--- config.mk ---
export PLATFORM = sky130hd
export DESIGN_NAME = fp16_special_sched
export DESIGN_NICKNAME = d
export VERILOG_FILES = /design/src/rtl/fp16_special_sched.sv
export SDC_FILE = /design/constraint.sdc
export NUM_CORES = 1
export LEC_CHECK = 0
export ABC_CLOCK_PERIOD_IN_PS = 3600
export BUFFER_PORTS_ARGS = -buffer_cell sky130_fd_sc_hd__buf_2
export CAP_MARGIN = 10
export CORE_UTILIZATION = 46
export DETAILED_ROUTE_END_ITERATION = 7
export PLACE_DENSITY_LB_ADDON = 0.12
export REMOVE_ABC_BUFFERS = 1
export SLEW_MARGIN = 20
export SYNTH_ARGS = -nofsm -noshare
export SYNTH_HDL_FRONTEND = slang
export SYNTH_SLANG_ARGS = --single-unit
--- constraint.sdc ---
create_clock -name clk -period 3.6 [get_ports clk]
set_input_delay 0.18 -clock clk [delete_from_list [all_inputs] [get_ports clk]]
set_output_delay 0.18 -clock clk [all_outputs]
set_load 0.005 [all_outputs]
--- src/rtl/fp16_special_sched.sv ---
// fp16_special_sched: round-robin scheduler sharing one FP16 special-value
// classifier among NREQ requesters. Each requester owns a one-entry response
// slot; at most one operand is in flight in the classifier at a time per tag.
// Optional statistics counters are built when FP16_SPECIAL_SCHED_STATS_EN is
// defined; otherwise the stat_* outputs are tied to zero.
module fp16_special_sched #(
   parameter int NREQ  = 4,
   parameter int CNT_W = 16
) (
   input  logic                clk,
   input  logic                rst_n,
   input  logic                sched_en,
   input  logic [NREQ-1:0]     req_valid,
   input  logic [16*NREQ-1:0]  req_data,
   output logic [NREQ-1:0]     req_ready,
   output logic [NREQ-1:0]     rsp_valid,
   input  logic [NREQ-1:0]     rsp_ready,
   output logic [5*NREQ-1:0]   rsp_flags,
   output logic [16*NREQ-1:0]  rsp_data,
   output logic                cls_enable,
   output logic                cls_valid,
   output logic                cls_sign,
   output logic [4:0]          cls_exp,
   output logic [9:0]          cls_mant,
   input  logic                cls_s_valid,
   input  logic                cls_is_nan,
   input  logic                cls_is_pinf,
   input  logic                cls_is_ninf,
   input  logic                cls_is_normal,
   input  logic                cls_is_subnormal,
   input  logic                cls_sign_out,
   input  logic [4:0]          cls_exp_out,
   input  logic [9:0]          cls_mant_out,
   output logic                busy,
   output logic                err,
   input  logic                stat_clr,
   output logic [CNT_W-1:0]    stat_nan_cnt,
   output logic [CNT_W-1:0]    stat_inf_cnt,
   output logic [CNT_W-1:0]    stat_sub_cnt
);

   localparam int TW = (NREQ > 1) ? $clog2(NREQ) : 1;

   logic [TW-1:0]   rr_ptr;
   logic [TW-1:0]   tag;
   logic            inflight;
   logic            armed;
   logic [NREQ-1:0] eligible;
   logic            issue;
   logic [TW-1:0]   grant_idx;
   logic [TW-1:0]   scan_idx;
   logic [15:0]     grant_data;
   logic            slot_wr;
   logic            inflight_nxt;
   logic [NREQ-1:0] rsp_valid_nxt;

   // Requester may issue only when its slot is empty and none of its operands is in flight
   always_comb begin
      eligible = req_valid & ~rsp_valid;
      if (inflight) eligible[tag] = 1'b0;
   end

   // Round-robin search upward from rr_ptr; reset also blocks issue
   always_comb begin
      issue     = 1'b0;
      grant_idx = '0;
      scan_idx  = '0;
      if (sched_en && rst_n) begin
         for (int unsigned k = 0; k < NREQ; k++) begin
            scan_idx = TW'((32'(rr_ptr) + k) % NREQ);
            if (!issue && eligible[scan_idx]) begin
               issue     = 1'b1;
               grant_idx = scan_idx;
            end
         end
      end
      grant_data = req_data[16*grant_idx +: 16];
   end

   // Drive the classifier and the one-hot grant in the issue cycle
   always_comb begin
      cls_enable = issue;
      cls_valid  = issue;
      {cls_sign, cls_exp, cls_mant} = issue ? grant_data : '0;
      req_ready = '0;
      if (issue) req_ready[grant_idx] = 1'b1;
   end

   // Next-state for the tag register and slot valid bits
   always_comb begin
      slot_wr       = cls_s_valid && inflight;
      inflight_nxt  = issue || (inflight && !cls_s_valid);
      rsp_valid_nxt = rsp_valid & ~rsp_ready;
      if (slot_wr) rsp_valid_nxt[tag] = 1'b1;
   end

   // Control state: pointer, in-flight tag, slot valids, busy and sticky error
   always_ff @(posedge clk or negedge rst_n) begin
      if (!rst_n) begin
         rr_ptr    <= '0;
         tag       <= '0;
         inflight  <= 1'b0;
         armed     <= 1'b0;
         err       <= 1'b0;
         rsp_valid <= '0;
         busy      <= 1'b0;
      end else begin
         armed     <= 1'b1;
         inflight  <= inflight_nxt;
         rsp_valid <= rsp_valid_nxt;
         busy      <= inflight_nxt || (|rsp_valid_nxt);
         if (issue) begin
            tag    <= grant_idx;
            rr_ptr <= (grant_idx == TW'(NREQ-1)) ? '0 : grant_idx + 1'b1;
         end
         // The classifier is not reset, so a stale result in the first cycle is ignored
         if (cls_s_valid && !inflight && armed) err <= 1'b1;
      end
   end

   // Capture the classifier result into the issuing requester's slot
   always_ff @(posedge clk or negedge rst_n) begin
      if (!rst_n) begin
         rsp_flags <= '0;
         rsp_data  <= '0;
      end else if (slot_wr) begin
         rsp_flags[5*tag +: 5] <= {cls_is_nan, cls_is_pinf, cls_is_ninf,
                                   cls_is_normal, cls_is_subnormal};
         rsp_data[16*tag +: 16] <= {cls_sign_out, cls_exp_out, cls_mant_out};
      end
   end

`ifdef FP16_SPECIAL_SCHED_STATS_EN
   // Saturating class counters; clear wins over a coincident increment
   always_ff @(posedge clk or negedge rst_n) begin
      if (!rst_n) begin
         stat_nan_cnt <= '0;
         stat_inf_cnt <= '0;
         stat_sub_cnt <= '0;
      end else if (stat_clr) begin
         stat_nan_cnt <= '0;
         stat_inf_cnt <= '0;
         stat_sub_cnt <= '0;
      end else if (slot_wr) begin
         if (cls_is_nan && (stat_nan_cnt != '1))
            stat_nan_cnt <= stat_nan_cnt + 1'b1;
         if ((cls_is_pinf || cls_is_ninf) && (stat_inf_cnt != '1))
            stat_inf_cnt <= stat_inf_cnt + 1'b1;
         if (cls_is_subnormal && (stat_sub_cnt != '1))
            stat_sub_cnt <= stat_sub_cnt + 1'b1;
      end
   end
`else
   logic unused_stat_clr;
   assign unused_stat_clr = stat_clr;
   assign stat_nan_cnt    = '0;
   assign stat_inf_cnt    = '0;
   assign stat_sub_cnt    = '0;
`endif

endmodule

==> results.yml <==
route:
  wl_per_cell_um: 16.3
  drtIter0Drc: 305
  drc: 0
  avgViaCountPerCell: 5.20
  drtAntennaViolNets: 0
  dr.pass1.iters: 4
  wirelength_mm: 13.4
  vias: 4296
die:
  die-area_um2: 11300
  start_util_pct: 48.0
  core_region_area_um2: 10500
  die_h_um: 107
  pin_count: 258
  fp-row-count: 37
  die_x_um: 107
sta:
  tightest_slew_ns: 1.07
  rsz0062_at_grt: "false"
  slew_violations: 0
  hold_violations: 0
  fin_crit_ns: 3.34
  relSlewSlack_pct: 27.9
  fmax_mhz: 299
  setup_viol: 0
  clock_skew_ns: 0.0154
  timing.final.crit_share_pct: 92.9
  setup_tns_ns: 0
yosys:
  synthCells: 486
  ys_seq_area_share_pct: 47.8
  synth_common_cells: "dfrtp_1 (96), nand2_1 (85), a22o_1 (55)"
  synth_edf_count: 0
  synth_seq_cells: 96
  netlist_top_cells_area: "dfrtp_1 (48%), a22o_1 (9.6%), buf_4 (7.3%), nand2_1 (6.3%), o21ai_0 (4.8%)"
  synth_top_area_cell: "dfrtp_1"
  yosys_most_used_dff: "dfrtp_1"
  avgSynthCellArea_um2: 10.3
  yosysWarnings: 0
  synth_top_area_share_pct: 47.8
  async_flop_share_pct: 100
  syn_area_um2: 5030
  ys_types: 42
  synth_most_common_cell: "dfrtp_1"
clock_network:
  cts_max_path_buffers: 2
  path_clk_slew_ns: 0.09
  cts_buffers: 9
  cts_tree: "yes"
  clk-insertion-delay-late_ns: 0.36
  root_buffer: "clkbuf_8"
  htreeDepth: 3
  cts_sinks: 96
global_routing:
  grt_max_degree: 67
  grt_pass1_wl_mm: 20.7
  track_usage_pct: 23.2
  grt_pass1_vias: 3987
  antenna_found_initial: 0
  grt-ovfl-total: 0
hold_path:
  hold_path.class: "in -> reg"
placed_design:
  dpl-instance-area_um2: 6040
  hpwl_mm: 9.64
  finalWeightedCongestion: 0.767
  port_buffers: 208
  dp.cells: 809
worst_setup_path:
  cpPeakStageDelay_ns: 0.39
  crit_required_ns: 3.42
  cp-end-kind: "output port"
  worst-path-max-fanout: 17
  worstPathCellList: "inv_1 -> ha_1 -> and2_2 -> a2111oi_4 -> a211oi_4 -> buf_4 -> nand2_1 -> a32o_1 -> mux2_2 -> buf_2"
  critPathArrivalTime_ns: 3.16
  cp_top_family: "buffers and inverters"
  worstSetupPathType: "reg -> out"
  startpoint_type: "register"
  crit_slowest_cell: "dfrtp_1"
  crit_buf_inv: 3
power_and_ir_drop:
  ir_worst_vdd_uv: 401
  p_int_uw: 2550
  p_per_area_nw_per_um2: 660
  leakage_uw: 0.00335
  swShare_pct: 38.2
  power_frac_comb_pct: 43.4
  p_sw_uw: 1580
  seqPwrFrac_pct: 39.5
  total_power_uw: 4120
  clockPowerShare_pct: 17.0
run_status:
  status: "complete, no violations"
finish:
  fin_util_pct: 59.7
  final_cell_area_um2: 6250
  finalNetCount: 794
  finalNonFillerCells: 826
  area_growth_pct: 24.3
  drive_above_1_share_pct: 38.8
  antenna_cells: 0
  nFillCells: 939
run:
  cap_violations: 0
## per-stage QoR
step | hold slack, ns | worst slack [ns]
detailed placement | 0.129 | 0.225
global placement | 0.124 | 0.368
finish | 0.0486 | 0.256
floorplan | -0.116 | -1.03
CTS | 0.0413 | 0.239
global route | 0.0501 | 0.0766
## per-layer routing
layer  routed length, um  vias to the layer above  GRT usage (%)
met4                 141                        0           6.75
li1                    -                     2029              -
met1                5570                     2066           28.6
met3                 896                       12           5.33
met2                6810                      189           40.7
met5                   0                        -              0
## registers in the layout, indices dropped and copies added (netlist names)
register   count
inflight       1
err            1
tag            2
rsp_flags     20
armed          1
busy           1
rr_ptr         2
rsp_valid      4
rsp_data      64
## logic make-up after synthesis
kind of cell               count (synthesis)  share of synthesized area, %
AOI/OAI and AO/OA                        137                          20.8
adders and majority gates                 11                          2.74
buffers and inverters                     91                          11.1
DFF                                       96                          47.8
muxes                                     17                          4.56
other                                      2                         0.149
and+or+nand+nor                          132                          12.8
## power by group through the flow
stage	clock network (uW)	logic (uW)	registers [uW]
after floorplan	0	939	1670
after global placement	0	1760	1630
after detailed placement	0	1800	1640
after CTS	719	1810	1630
after global routing	758	1990	1670
final	702	1790	1630
## layout make-up
cell class              instances  area (um^2)  area share (%)
flip-flops and latches         96         2400            38.4
multi-input cells             346         2280            36.5
repair buffers                222         1160            18.6
well taps                     136          170            2.72
clock buffers                  10          128            2.04
clock inverters                 6         67.6            1.08
inverters                      10         37.5           0.601
## timing repair
action,in CTS,in global routing
resized for setup,1,0
hold endpoints to repair,30,0
setup endpoints to repair,4,0
buffers inserted,0,0
hold buffers,1,0
## final timing paths
kind | slack, ns | startpoint | endpoint | cells after the start
min in group asynchronous | 0.27 | rst_n | rsp_flags[18] | 2
worst min register to register | 0.48 | rsp_flags[1] | rsp_flags[1] | 2
worst min-delay path | 0.05 | rsp_ready[3] | rsp_valid[3] | 2
worst max register to register | 0.64 | tag[0] | rr_ptr[1] | 10
worst max-delay path | 0.26 | tag[0] | cls_mant[1] | 10
max in group asynchronous | 2.15 | rst_n | rsp_flags[0] | 3
## cells in the final DEF, fill, tap and decap left out, types with 5 or more instances in the layout
cell type and count:
a22o_1 55, a32o_1 16, and2_1 5, buf_2 207, buf_4 13, clkbuf_8 9, conb_1 49, dfrtp_1 96
ha_1 11, inv_1 10, mux2_2 7, mux2_4 10, nand2_1 85, nand4_1 16, o21ai_0 48, o21ai_1 5
(Power assumes the default switching activity.)
